<file path="src/rtl/detector.sv">
// detector: pulse-interval symbol decoder; define DETECTOR_SYNC_EN to add a 2-flop input synchronizer
module detector #(
  parameter int CNT_W   = 19,
  parameter int THRESH  = 1024,
  parameter int TIMEOUT = 500000
) (
  input  logic             clk,
  input  logic             rst,
  input  logic             trigger,
  output logic [CNT_W-1:0] cnt,
  output logic [3:0]       B,
  output logic [4:0]       bits
);
  localparam logic [CNT_W-1:0] THR_M1 = CNT_W'(THRESH - 1);
  localparam logic [CNT_W-1:0] TO_M1  = CNT_W'(TIMEOUT - 1);
  localparam logic [CNT_W-1:0] TO     = CNT_W'(TIMEOUT);
  localparam logic [CNT_W-1:0] ONE    = CNT_W'(1);
  typedef enum logic {IDLE, ACTIVE} state_t;
  state_t           state_q;
  logic             trig_s, trig_q, rise;
  logic [CNT_W-1:0] cnt_q;
  logic [3:0]       b_q;
  logic [4:0]       bits_q;
`ifdef DETECTOR_SYNC_EN
  logic [1:0] sync_q;
  // two-flop synchronizer for an asynchronous trigger line
  always_ff @(posedge clk or negedge rst)
    if (!rst) sync_q <= '0;
    else sync_q <= {sync_q[0], trigger};
  assign trig_s = sync_q[1];
`else
  assign trig_s = trigger;
`endif
  assign rise = trig_s & ~trig_q;
  // frame FSM: measure edge intervals, shift symbols in, end the frame after silence
  always_ff @(posedge clk or negedge rst)
    if (!rst) begin
      state_q <= IDLE;
      trig_q  <= 1'b0;
      cnt_q   <= '0;
      b_q     <= '0;
      bits_q  <= '0;
    end else begin
      trig_q <= trig_s;
      if (state_q == IDLE) begin
        if (rise) begin
          state_q <= ACTIVE;
          cnt_q   <= '0;
          b_q     <= '0;
          bits_q  <= '0;
        end
      end else if (rise) begin
        cnt_q  <= '0;
        b_q    <= {b_q[2:0], cnt_q >= THR_M1};
        bits_q <= (bits_q == 5'd31) ? 5'd31 : bits_q + 5'd1;
      end else if (cnt_q == TO_M1) begin
        cnt_q   <= TO;
        state_q <= IDLE;
      end else begin
        cnt_q <= cnt_q + ONE;
      end
    end
  assign cnt  = cnt_q;
  assign B    = b_q;
  assign bits = bits_q;
endmodule

</file>
<file path="config.mk">
export PLATFORM = sky130hd
export DESIGN_NAME = detector
export DESIGN_NICKNAME = d
export VERILOG_FILES = /design/src/rtl/detector.sv
export SDC_FILE = /design/constraint.sdc
export NUM_CORES = 1
export LEC_CHECK = 0
export CORE_AREA = 2 2 58 60
export CTS_BUF_LIST = sky130_fd_sc_hd__clkbuf_2 sky130_fd_sc_hd__clkbuf_4 sky130_fd_sc_hd__clkbuf_8
export DETAILED_ROUTE_END_ITERATION = 10
export DIE_AREA = 0 0 60 62
export PLACE_DENSITY = 0.78
export SLEW_MARGIN = 20
export SYNTH_ARGS = -nofsm -noshare
export SYNTH_HDL_FRONTEND = slang
export SYNTH_SLANG_ARGS = --single-unit
</file>
<file path="constraint.sdc">
create_clock -name clk -period 2.1 [get_ports clk]
set_clock_uncertainty 0.15 [all_clocks]
set_input_delay 0.21 -clock clk [delete_from_list [all_inputs] [get_ports clk]]
set_output_delay 0.21 -clock clk [all_outputs]
set_load 0.02 [all_outputs]
</file>
==> results_dict.tcl, run 1 <==
set metrics [dict create \
    drv_slew 0 \
    ys_warn_count 0 \
    netlist_area_mm2 0.00155 \
    grt_usage_pct 23.5 \
    io_buffers 30 \
    leakage_nw 0.853 \
    power_switching_mw 0.526 \
    viasPerCell 5.91 \
    synth_cell_types 36 \
    fp.coreArea_mm2 0.00318 \
    finalHoldViolCount 0 \
    hold_class "in -> async" \
    vias 1490 \
    switching_share_pct 34.1 \
    sequentialPowerShare_pct 49.5 \
    cts.sinks 30 \
    timing_worst_setup_path_type "reg -> reg" \
    grt_max_degree 31 \
    fin_crit_ns 1.93 \
    rsz0062_at_grt "false" \
    drtIter0Drc 65 \
    cts_tree "yes" \
    max-slew-margin-rel_pct 66.1 \
    rrSetupSlack_ns 0.17 \
    gr-usage-met1_pct 27.9 \
    pwr-share-comb_pct 28.6 \
    dp_hpwl_um 2830 \
    critPathBufInv 1 \
    period_share_pct 92.1 \
    met3_usage_pct 6.63 \
    syn_to_final_growth_pct 30.3 \
    cts_hold_buffers 0 \
    utilization_pct 63.6 \
    finalNonFillerCells 252 \
    htreeDepth 2 \
    grt_remaining_overflow 0 \
    synth_seq_cells 30 \
    total_power_mw 1.54 \
    syn_inst 166 \
    hold_ws_ns 0.110 \
    run_status "finished, final reports clean" \
    n_antenna_cell 0 \
    synth_enable_flop_cells 0 \
    fin_nets 212 \
    timing.rr.start "cnt[12]" \
    grt_pass1_vias 1450 \
    post_drt_wl_per_cell_um 15.6 \
    grt-busiest-layer "met2" \
    dp_slack_ns 0.190 \
    tightest_slew_ns 0.505 \
    p_int_mw 1.02 \
    worst-path-max-fanout 7 \
    startpoint_type "register" \
    ant_nets 0 \
    worstPathRequired_ns 2.15 \
    synth.yosys.seq_area_share_pct 48.4 \
    path_cells "nor4_1 -> nand4_1 -> o31ai_2 -> buf_4 -> o21ai_0" \
    ios 31 \
    place.gp.congestion 0.881 \
    clkPwrFrac_pct 21.9 \
    clock.fmax_mhz 517 \
    drt_first_pass_iters 4 \
    antenna_found_initial 0 \
    die-area_mm2 0.00372 \
    setup_viol 0 \
    stdcell_area_mm2 0.00202 \
    grt_util_met2_pct 41.0 \
    dp_cells 246 \
    synthFlopType "dfrtp_1" \
    path_clk_slew_ns 0.09 \
    wl_um 3920 \
    reg2reg_depth 5 \
    cts_buffer_depth 2 \
    peakVddDrop_uv 565 \
    clk_latency_ns 0.33 \
    maxCapViolCount 0 \
    place_area_mm2 0.00197 \
    drive_above_1_share_pct 11.2 \
    die_w_um 60 \
    grt_pass1_wl_um 6480 \
    path_delay_family "simple AND/OR/NAND/NOR gates" \
    die_h_um 62 \
    power_per_cell_area_mw_per_mm2 764 \
    fin_ws_ns 0.165 \
    cts_root_buf "clkbuf_4" \
    finalSetupTns_ns 0 \
    row_count 21 \
    avgSynthCellArea_um2 9.34 \
    drcViolationCount 0 \
    r2r_end "cnt[0]" \
    syn_nets 171 \
    crit_path_top_delay_cell "nor4_1" \
    cts_setup_buffers 0 \
    async_reset_ff_share_pct 100 \
    arrival_ns 1.98 \
    critPathMaxStageDelay_ns 0.46 \
    cts_buffers 5 \
    cts_resized 0 \
    initial_core_util_pct 48.8 \
    cp-end-kind "register" \
]
## registers in the layout, summed over array words and instances, names as in the netlist
register and count:
B 4, bits 5, trig_q 1, state_q 1
cnt 19
## power groups by stage
| stage | clock network (mW) | registers (mW) | logic [mW] |
|---|---|---|---|
| finish | 0.338 | 0.764 | 0.442 |
| global placement | 0 | 0.761 | 0.433 |
| floorplan | 0 | 0.853 | 0.126 |
| global route | 0.370 | 0.779 | 0.480 |
| CTS | 0.347 | 0.763 | 0.446 |
| detailed placement | 0 | 0.774 | 0.442 |
## cells in the mapped netlist (2+ instances only)
master | n | area, µm²
nor4_1 | 3 | 18.8
and3_1 | 4 | 25.0
nand2_1 | 21 | 78.8
a41oi_1 | 2 | 17.5
nand4_1 | 8 | 50.1
nor2_1 | 9 | 33.8
or3_1 | 4 | 25.0
a21oi_1 | 11 | 55.1
ha_1 | 2 | 25.0
dfrtp_1 | 30 | 751
o211ai_1 | 5 | 37.5
and4_1 | 3 | 26.3
clkbuf_1 | 7 | 26.3
nand3_1 | 9 | 45.0
o31ai_1 | 5 | 37.5
xor2_1 | 5 | 43.8
or4_1 | 4 | 30.0
inv_1 | 4 | 15.0
nor3_1 | 2 | 10.0
o21ai_0 | 12 | 60.1
## worst reg2reg max path: cells and delay by family, from the launching register on
family / cells / cell delay [ns]
compound gates: 2 / 0.34
simple gates: 2 / 0.66
buf+inv: 1 / 0.21
flops: 1 / 0.44
## metal layers
layer	vias to the layer above	part of all wire, %
met5	-	0
met4	0	0.79
met3	4	4.9
met2	47	52
met1	741	42
li1	698	-
## worst max-delay path by stage
stage,start,end,slack [ns],cells after the start
final,cnt[12],cnt[0],0.17,5
after detailed placement,cnt[0],cnt[18],0.19,5
after floorplan,cnt[0],cnt[18],0.09,6
after CTS,cnt[0],cnt[18],0.17,5
after global placement,cnt[11],cnt[3],0.26,5
after global routing,cnt[12],cnt[0],0.03,5
## cell usage in the layout (no fill, tap or decap), types with 3 or more instances in the layout
master,count
o31ai_1,5
o211ai_1,5
nand3_1,9
inv_1,4
xor2_1,5
and3_1,4
o21ai_0,12
clkdlybuf4s50_1,30
nand4_1,8
nor4_1,3
dfrtp_1,30
clkbuf_4,5
or4_1,4
and4_1,3
a21oi_1,11
nor2_1,9
or3_1,4
buf_4,13
nand2_1,21
## cell families (layout without fill, tap and decap cells)
logic type / count (synthesis) / in the layout / share of synthesized area, %
compound gates: 40 / 40 / 16.5
xor+xnor: 5 / 5 / 2.82
flops: 30 / 30 / 48.4
simple gates: 76 / 76 / 27.3
buf+inv: 13 / 53 / 3.31
fa+ha+maj: 2 / 2 / 1.61
## area by class of cell
| cell class | instances | area [µm²] |
|---|---|---|
| fillers | 277 | 1160 |
| multi-input cells | 123 | 748 |
| flip-flops and latches | 30 | 751 |
| clock buffers | 6 | 51.3 |
| repair buffers | 43 | 398 |
| inverters | 4 | 15.0 |
| well taps | 46 | 57.6 |
No activity file was read; power rests on OpenSTA's default activity.
==> inputs of run 2 (changes only) <==
--- a/config.mk
+++ b/config.mk
@@ -14,3 +14,4 @@
 export SYNTH_ARGS = -nofsm -noshare
 export SYNTH_HDL_FRONTEND = slang
 export SYNTH_SLANG_ARGS = --single-unit
+export TNS_END_PERCENT = 30
==> results of run 2 <==
The final DEF is identical to that of run 1; final timing and power are the same.
